[config.mk]
export PLATFORM = sky130hd
export DESIGN_NAME = led_rgb_pwm_flat
export DESIGN_NICKNAME = d
export VERILOG_FILES = /design/src/rtl/led_rgb_pwm_if.sv /design/src/rtl/led_rgb_pwm.sv /design/src/flat_wrapper.sv
export SDC_FILE = /design/constraint.sdc
export NUM_CORES = 1
export LEC_CHECK = 0
export ABC_AREA = 1
export CAP_MARGIN = 0
export CELL_PAD_IN_SITES_DETAIL_PLACEMENT = 0
export CELL_PAD_IN_SITES_GLOBAL_PLACEMENT = 1
export CORE_MARGIN = 10
export CORE_UTILIZATION = 43
export CTS_CLUSTER_DIAMETER = 200
export CTS_CLUSTER_SIZE = 24
export DETAILED_ROUTE_END_ITERATION = 10
export PLACE_DENSITY_LB_ADDON = 0.12
export REMOVE_ABC_BUFFERS = 1
export SLEW_MARGIN = 0
export SYNTH_ARGS = -nofsm -noshare
export SYNTH_HDL_FRONTEND = slang
export SYNTH_SLANG_ARGS = --single-unit
[constraint.sdc]
create_clock -name fpga_sysclk -period 2 [get_ports fpga_sysclk]
set_input_delay 0.5 -clock fpga_sysclk [delete_from_list [all_inputs] [get_ports fpga_sysclk]]
set_output_delay 0.5 -clock fpga_sysclk [all_outputs]
set_load 0.02 [all_outputs]
[src/rtl/led_rgb_pwm_if.sv]
// ============================================================================
// led_rgb_pwm_if : colour-write channel (valid/ready) for led_rgb_pwm. Rev 1.0
// ============================================================================
`default_nettype none

interface led_rgb_pwm_if #(
    parameter int NLED = 4,
    parameter int DW   = 8
);
    logic                    wr_valid;
    logic                    wr_ready;
    logic [$clog2(NLED)-1:0] wr_led;
    logic [3*DW-1:0]         wr_rgb;

    modport master (output wr_valid, output wr_led, output wr_rgb, input  wr_ready);
    modport slave  (input  wr_valid, input  wr_led, input  wr_rgb, output wr_ready);
endinterface

`default_nettype wire

[src/rtl/led_rgb_pwm.sv]
// ============================================================================
// led_rgb_pwm : frame-synchronous, double-buffered PWM for the four ECPIX-5 RGB LEDs. Rev 1.0
// ============================================================================
`default_nettype none

module led_rgb_pwm #(
    parameter int NLED       = 4,
    parameter int DW         = 8,
    parameter int PRESC      = 64,
    parameter int ACTIVE_LOW = 1
) (
    input  wire logic       fpga_sysclk,
    input  wire logic       rst_fpga_,
    input  wire logic       enable,
    led_rgb_pwm_if.slave    wr,
    output logic            frame_start,
    output logic [2:0]      led_rgb0,
    output logic [2:0]      led_rgb1,
    output logic [2:0]      led_rgb2,
    output logic [2:0]      led_rgb3
);

    localparam int         PW        = (PRESC > 1) ? $clog2(PRESC) : 1;
    localparam logic [PW-1:0] PRESC_MAX = PW'(PRESC - 1);
    localparam logic [2:0] PIN_OFF   = (ACTIVE_LOW != 0) ? 3'b111 : 3'b000;

    logic [PW-1:0]   presc;
    logic [DW-1:0]   pwm_cnt;
    logic            en_d;
    logic [3*DW-1:0] pending [NLED];
    logic [3*DW-1:0] active  [NLED];
    logic [2:0]      pins    [NLED];
    logic [2:0]      on      [NLED];
    logic            tick;
    logic            fb;
    logic            accept;

    assign tick = enable & (presc == PRESC_MAX);

    // Gated by reset so the port reads ready while held in reset, even with enable high.
    assign fb     = rst_fpga_ & enable & (~en_d | (tick & (pwm_cnt == '1)));
    assign accept = wr.wr_valid & wr.wr_ready;
    assign wr.wr_ready = ~fb;

    for (genvar i = 0; i < NLED; i++) begin : g_led
        for (genvar c = 0; c < 3; c++) begin : g_ch
            assign on[i][c] = pwm_cnt < active[i][c*DW +: DW];
        end
    end

    always_ff @(posedge fpga_sysclk or negedge rst_fpga_) begin
        if (!rst_fpga_) begin
            presc       <= '0;
            pwm_cnt     <= '0;
            en_d        <= 1'b0;
            frame_start <= 1'b0;
            for (int i = 0; i < NLED; i++) begin
                pending[i] <= '0;
                active[i]  <= '0;
                pins[i]    <= PIN_OFF;
            end
        end else begin
            en_d        <= enable;
            frame_start <= fb;

            // The first enabled cycle is itself a frame start, so counting begins one cycle later.
            if (!enable || !en_d) begin
                presc   <= '0;
                pwm_cnt <= '0;
            end else if (tick) begin
                presc   <= '0;
                pwm_cnt <= pwm_cnt + 1'b1;
            end else begin
                presc   <= presc + 1'b1;
            end

            for (int i = 0; i < NLED; i++) begin
                if (fb) begin
                    active[i] <= pending[i];
                end
                if (!enable) begin
                    pins[i] <= PIN_OFF;
                end else begin
                    pins[i] <= (ACTIVE_LOW != 0) ? ~on[i] : on[i];
                end
            end

            if (accept) begin
                pending[wr.wr_led] <= wr.wr_rgb;
            end
        end
    end

    assign led_rgb0 = pins[0];
    assign led_rgb1 = pins[1];
    assign led_rgb2 = pins[2];
    assign led_rgb3 = pins[3];

endmodule

`default_nettype wire

[src/flat_wrapper.sv]
// flat-port wrapper written by rule: the top's interface ports become plain ports
module led_rgb_pwm_flat 
#(
    parameter int NLED       = 4,
    parameter int DW         = 8,
    parameter int PRESC      = 64,
    parameter int ACTIVE_LOW = 1
)
  (fpga_sysclk, rst_fpga_, enable, frame_start, led_rgb0, led_rgb1, led_rgb2, led_rgb3, wr_wr_valid, wr_wr_led, wr_wr_rgb, wr_wr_ready);
  led_rgb_pwm_if #(.NLED(NLED), .DW(DW)) wr_i ();
  input  wire logic fpga_sysclk;
  input  wire logic rst_fpga_;
  input  wire logic enable;
  output logic frame_start;
  output logic [2:0] led_rgb0;
  output logic [2:0] led_rgb1;
  output logic [2:0] led_rgb2;
  output logic [2:0] led_rgb3;
  input wire logic [$bits(wr_i.wr_valid)-1:0] wr_wr_valid;
  input wire logic [$bits(wr_i.wr_led)-1:0] wr_wr_led;
  input wire logic [$bits(wr_i.wr_rgb)-1:0] wr_wr_rgb;
  output wire logic [$bits(wr_i.wr_ready)-1:0] wr_wr_ready;
  assign wr_i.wr_valid = wr_wr_valid;
  assign wr_i.wr_led = wr_wr_led;
  assign wr_i.wr_rgb = wr_wr_rgb;
  assign wr_wr_ready = wr_i.wr_ready;
  led_rgb_pwm #(.NLED(NLED), .DW(DW), .PRESC(PRESC), .ACTIVE_LOW(ACTIVE_LOW)) u_core (.fpga_sysclk(fpga_sysclk), .rst_fpga_(rst_fpga_), .enable(enable), .wr(wr_i), .frame_start(frame_start), .led_rgb0(led_rgb0), .led_rgb1(led_rgb1), .led_rgb2(led_rgb2), .led_rgb3(led_rgb3));
endmodule
==> results.yml, run 1 <==
run_status:
  outcome: "complete, but fails checks"
  violations: "setup timing"
worst_setup_path:
  critPathRequiredTime_ns: 1.50
  path_class: "reg -> out"
  crit_cells: 7
  path_max_fanout: 2
  critical_path.top_delay_family: "simple AND/OR/NAND/NOR gates"
  cp_slowest_cell: "dfrtp_1"
  worst_r2r_path_depth: 11
  worstPathCellList: "ha_2 -> nand3_2 -> nor2_2 -> nand2_1 -> nand2_2 -> nand2_4 -> buf_6"
  critPathBufInv: 1
  max_stage_delay_ns: 0.37
  endpoint_kind: "output pin"
  crit_arrival_ns: 1.64
  crit_path_start_kind: "register"
placed_design:
  io_buffers: 43
  gp_congestion: 0.776
  post_dp_cell_area_sq_um: 11600
  dp.cells: 1534
  dpl_worst_slack_ns: -0.560
  dp_hpwl_um: 17400
layout:
  regArea_sq_um: 5520
  drive_gt1_share_pct: 8.42
  finalNonFillerCells: 1559
  final_util_pct: 50.2
  fill_cells: 2337
  nets: 1348
  antenna_cells: 0
  multiInputGateArea_sq_um: 4310
  design_area_sq_um: 12200
  area_delta_synth_final_pct: 15.3
grt:
  grt_pass1_vias: 7888
  met3_usage_pct: 2.03
  met1_usage_pct: 24.3
  busiest_layer: "met2"
  gr-total-overflow: 0
  met2_usage_pct: 28.7
  grt_antenna_before_repair: 0
  track_usage_pct: 17.4
  grt_max_degree: 120
  grt_pass1_wl_um: 43600
sta:
  timing.final.hold_violations: 0
  fin_ws_ns: -0.137
  slew_violations: 0
  fin_crit_ns: 2.14
  period_share_pct: 107
  maxSlewHeadroom_pct: 55.9
  whs_ns: 0.419
  finalSetupViolCount: 1
  rsz0062_at_grt: "true"
  clock_skew_ns: 0.0299
  fin_tns_setup_ns: -0.137
  worstMarginPinSlew_ns: 0.661
  fmax_mhz: 468
logic_synthesis:
  ys_warn_count: 0
  syn_area_sq_um: 10600
  synth-xor-area-share_pct: 0.332
  postSynthCellCount: 1171
  ys_ff_latch: 220
  synth_compound_area_share_pct: 7.87
  ys.flop_type: "dfrtp_1"
  yosys.area_share.simple_pct: 22.0
  synth_fa_ha_area_share_pct: 10.2
  syn_area_per_cell_sq_um: 9.02
  synth_top_family_by_area: "simple AND/OR/NAND/NOR gates"
  synth_mux_area_share_pct: 0
  seq_area_frac_synth_pct: 52.3
  ys_types: 26
  async_flop_share_pct: 100
  synth_enable_flop_cells: 0
power_and_ir_drop:
  pwr-share-seq_pct: 53.3
  p_leak_nw: 6.11
  power_mw: 10.4
  p_clk_share_pct: 26.8
  ir_drop_v: 0.000787
  swShare_pct: 30.2
  powerDensity_nw_per_um2: 855
  p_sw_mw: 3.15
  p_int_mw: 7.26
  p_comb_share_pct: 19.9
routing:
  dr.pass1.iters: 5
  vias: 8001
  drc: 0
  wl_per_cell_um: 17.7
  postRouteAntennaNets: 0
  drt_iter0_drc: 612
  wl_um: 27600
  viasPerCell: 5.13
die:
  start_util_pct: 43.5
  core_sq_um: 24200
  pin_count: 44
  die_area_sq_um: 31200
  rows: 57
  die_w_um: 177
  die_h_um: 177
clock_network:
  clkSlewWorstSetupHoldPaths_ns: 0.10
  worstSkewPairLatency_ns: 0.48
  clock_path_buffers: 3
  cts.htree.levels: 1
  tritoncts: "done"
  cts-root-buf: "clkbuf_16"
  numClockSinks: 220
  cts_made_buffers: 13
worst_hold_path:
  hold_depth: 3
  min_path_type: "in -> reg"
run:
  maxCapViolCount: 0
final cells by class:
| class | count | area share [%] |
|---|---|---|
| flip-flops and latches | 220 | 45.3 |
| inverters | 112 | 3.51 |
| repair buffers | 106 | 9.46 |
| well taps | 324 | 3.33 |
| clock inverters | 1 | 0.164 |
| clock buffers | 17 | 2.80 |
| multi-input cells | 779 | 35.4 |
placed cells by master (no fill, tap or decap), drive strengths merged, types with 12 or more instances in the layout:
cell	netlist	routed
ha	86	86
clkdlybuf4s50	0	27
nor2	25	25
dfrtp	208	208
clkbuf	20	20
nand2	372	372
dfstp	12	12
dlygate4sd2	0	12
inv	111	113
buf	40	62
a21oi	42	42
a211oi	12	12
nand4	111	111
nand3	23	23
o21ai	100	100
metal layers:
metal,vias up,share of wire [%]
li1,3997,-
met1,3885,49
met2,97,47
met3,22,3.2
met4,0,1.2
met5,-,0
power by group through the flow:
| stage | combinational (mW) | clock [mW] | sequential, mW |
|---|---|---|---|
| finish | 2.07 | 2.79 | 5.55 |
| global route | 2.43 | 3.00 | 5.63 |
| CTS | 2.07 | 2.88 | 5.55 |
| detailed placement | 2.07 | 0 | 5.64 |
| global placement | 2.03 | 0 | 5.62 |
| floorplan | 1.23 | 0 | 5.63 |
worst reg2reg max path: cells and delay by family, from the launching register on:
| kind | cells | cell delay [ns] |
|---|---|---|
| AND/OR/NAND/NOR | 8 | 0.70 |
| buffers and inverters | 2 | 0.54 |
| flip-flops | 1 | 0.40 |
| adder cells (fa/ha/maj) | 1 | 0.20 |
synthesized netlist by cell type (all sizes together), types with 2 or more instances:
cell,number,area [sq um]
nand2,372,1410
dfrtp,208,5200
inv,111,417
nand4,111,701
o21ai,100,500
ha,86,1080
a21oi,42,210
buf,40,275
nor2,25,101
nand3,23,115
clkbuf,20,75.1
a211oi,12,90.1
dfstp,12,315
o31ai,2,15.0
xnor2,2,17.5
xor2,2,17.5
kinds of logic after synthesis:
family	after synthesis
AOI/OAI and AO/OA	158
xor gates and xnor gates	4
adders and majority gates	86
buffers and inverters	172
DFF	220
and+or+nand+nor	531
path summary, 6_finish.rpt:
path | from | end | slack, ns
min in group asynchronous | rst_fpga_ | u_core.frame_start | 0.45
max in group asynchronous | rst_fpga_ | u_core.active[22] | 0.71
setup reg to reg | u_core.pwm_cnt[1] | u_core.pending[48] | 0.02
hold / removal | wr_wr_valid | u_core.pending[16] | 0.42
setup / recovery | u_core.pwm_cnt[1] | wr_wr_ready | -0.14
hold reg to reg | u_core.pending[64] | u_core.active[64] | 0.44
state kept, by name, summed over array words and instances, names as in the netlist, 3 cells and up:
| name | cells |
|---|---|
| u_core.active | 96 |
| u_core.led_rgb0 | 3 |
| u_core.led_rgb1 | 3 |
| u_core.led_rgb2 | 3 |
| u_core.led_rgb3 | 3 |
| u_core.pending | 96 |
| u_core.presc | 6 |
| u_core.pwm_cnt | 8 |
repair_timing:
item / in CTS / in global routing
endpoints found under the setup margin: 63 / 173
gates resized for setup: 24 / 8
pin swaps: 7 / 2
endpoints found under the hold margin: 1 / 0
buffers inserted: 3 / 0
hold buffers: 1 / 0
cloned: 0 / 3
No activity file was read; power rests on OpenSTA's default activity.
==> run 2: changes to the inputs <==
--- a/config.mk
+++ b/config.mk
@@ -14,7 +14,8 @@
 export CTS_CLUSTER_DIAMETER = 200
 export CTS_CLUSTER_SIZE = 24
 export DETAILED_ROUTE_END_ITERATION = 10
-export PLACE_DENSITY_LB_ADDON = 0.12
+export HOLD_SLACK_MARGIN = 0.08
+export PLACE_DENSITY = 0.82
 export REMOVE_ABC_BUFFERS = 1
 export SLEW_MARGIN = 0
 export SYNTH_ARGS = -nofsm -noshare
==> run 2 against run 1 <==
  * The run still ends with setup timing left
  * Via count up 0.47%
  * Sequential cell count unchanged
  * Power down 1.2%
  * Wire length down 6.4%
  * Highest routed layer unchanged
==> results.yml, run 2 (synthesis gave the netlist of run 1 again) <==
power_and_ir_drop:
  p_leak_nw: 6.06
  powerDensity_nw_per_um2: 851
  ir_drop_v: 0.000505
  power_mw: 10.3
routing:
  drc: 0
  wl_um: 25900
  wl_per_cell_um: 16.7
  vias: 8039
  dr.pass1.iters: 5
  postRouteAntennaNets: 0
  viasPerCell: 5.18
  drt_iter0_drc: 600
clock_network:
  clock_path_buffers: 3
  hold_buffers: 0
  tritoncts: "done"
  cts-root-buf: "clkbuf_16"
  clkSlewWorstSetupHoldPaths_ns: 0.09
  cts.htree.levels: 1
  worstSkewPairLatency_ns: 0.48
  cts_made_buffers: 13
  numClockSinks: 220
worst_setup_path:
  max_stage_delay_ns: 0.39
  endpoint_kind: "output pin"
  crit_arrival_ns: 1.66
  worst_path_most_repeated_cell: "nand2_2"
  path_max_fanout: 2
  path_class: "reg -> out"
  worstPathCellList: "ha_2 -> nand3_2 -> nor2_2 -> nand2_2 -> nand2_2 -> nand2_4 -> buf_6"
  crit_path_start_kind: "register"
  critPathRequiredTime_ns: 1.50
  critPathBufInv: 1
  critical_path.top_delay_family: "simple AND/OR/NAND/NOR gates"
  cp_slowest_cell: "dfrtp_1"
die:
  pin_count: 44
  die_area_sq_um: 31200
  die_w_um: 177
  die_h_um: 177
  start_util_pct: 43.5
  rows: 57
  core_sq_um: 24200
placed_design:
  dp_hpwl_um: 16500
  io_buffers: 43
  post_dp_cell_area_sq_um: 11600
  gp_congestion: 0.789
sta:
  maxSlewHeadroom_pct: 39.0
  fin_crit_ns: 2.16
  period_share_pct: 108
  worstMarginPinSlew_ns: 0.915
  slew_violations: 0
  fin_ws_ns: -0.160
  finalSetupViolCount: 1
  rsz0062_at_grt: "true"
  timing.final.hold_violations: 0
  clock_skew_ns: 0.0257
  fmax_mhz: 463
grt:
  grt_antenna_before_repair: 0
  gr-total-overflow: 0
  grt_pass1_wl_um: 41400
  grt_pass1_vias: 7707
  track_usage_pct: 16.3
  grt_max_degree: 155
layout:
  area_delta_synth_final_pct: 14.5
  fill_cells: 2286
  antenna_cells: 0
  reg.largest.list: "u_core.active: 96 flops, u_core.pending: 96 flops, u_core.pwm_cnt: 8 flops"
  final_cell_mix: "nand2_1 (369), dfrtp_1 (208), inv_1 (111), nand4_1 (110), ha_1 (84)"
  design_area_sq_um: 12100
  drive_gt1_share_pct: 8.22
  mostFrequentLayoutCell: "nand2_1"
  nets: 1344
run_status:
  outcome: "complete, but fails checks"
  violations: "setup timing"
worst_hold_path:
  min_path_type: "in -> async"
run:
  maxCapViolCount: 0
## run 2: layer usage
layer | track usage [%] | vias to the layer above | share of wire, %
met4 | 3.22 | 0 | 1.4
li1 | - | 3998 | -
met5 | 0 | - | 0
met2 | 26.0 | 128 | 46
met3 | 2.15 | 23 | 3.3
met1 | 23.3 | 3890 | 49
## run 2: layout make-up
type	instances	area, sq um	share of cell area (%)
sequential	220	5520	45.7
multi-input combinational	779	4310	35.6
timing repair buffer	102	1080	8.92
inverter	112	428	3.54
tap	324	405	3.35
clock buffer	14	329	2.72
clock inverter	1	20.0	0.166
## run 2: worst paths after layout
| check | slack (ns) | depth (start not counted) | endpoint | from |
|---|---|---|---|---|
| min in group fpga_sysclk | 0.40 | 3 | u_core.pending[0] | wr_wr_valid |
| worst min-delay path | 0.22 | 3 | u_core.presc[0] | rst_fpga_ |
| worst max-delay path | -0.16 | 7 | wr_wr_ready | u_core.pwm_cnt[0] |
| max in group asynchronous | 1.04 | 3 | u_core.active[89] | rst_fpga_ |
| worst min register to register | 0.47 | 2 | u_core.active[80] | u_core.pending[80] |
| worst max register to register | 0.06 | 11 | u_core.active[68] | u_core.pwm_cnt[0] |
## run 2: where the power goes
group          switching [mW]  internal [mW]
clock                    1.49           1.21
combinational            1.26          0.762
sequential              0.304           5.25
## run 2: worst reg2reg max path: cells and delay by family, from the launching register on
family | cells | cell delay (ns)
compound gates | 1 | 0.09
fa+ha+maj | 1 | 0.20
buf+inv | 3 | 0.63
flops | 1 | 0.39
simple gates | 6 | 0.55
## run 2: what timing repair did
item,4_1_cts,5_1_grt
cloned,0,2
pin swaps,6,6
gates resized for setup,25,5
endpoints found under the setup margin,73,192
setup buffers,2,2
## run 2: stage by stage
| step | TNS (ns) | std cells | utilization, % | setup WS [ns] | hold slack, ns |
|---|---|---|---|---|---|
| after floorplan | -233.61 | 1111 | - | -1.79 | 0.204 |
| after global placement | -58.35 | 1531 | 47.9 | -0.525 | 0.449 |
| after detailed placement | -59.59 | 1531 | 47.9 | -0.519 | 0.452 |
| after CTS | -0.179 | 1548 | 49.5 | -0.179 | 0.304 |
| after global routing | -5.37 | 1552 | 49.9 | -0.259 | 0.306 |
| final | -0.160 | 1552 | 49.9 | -0.160 | 0.215 |
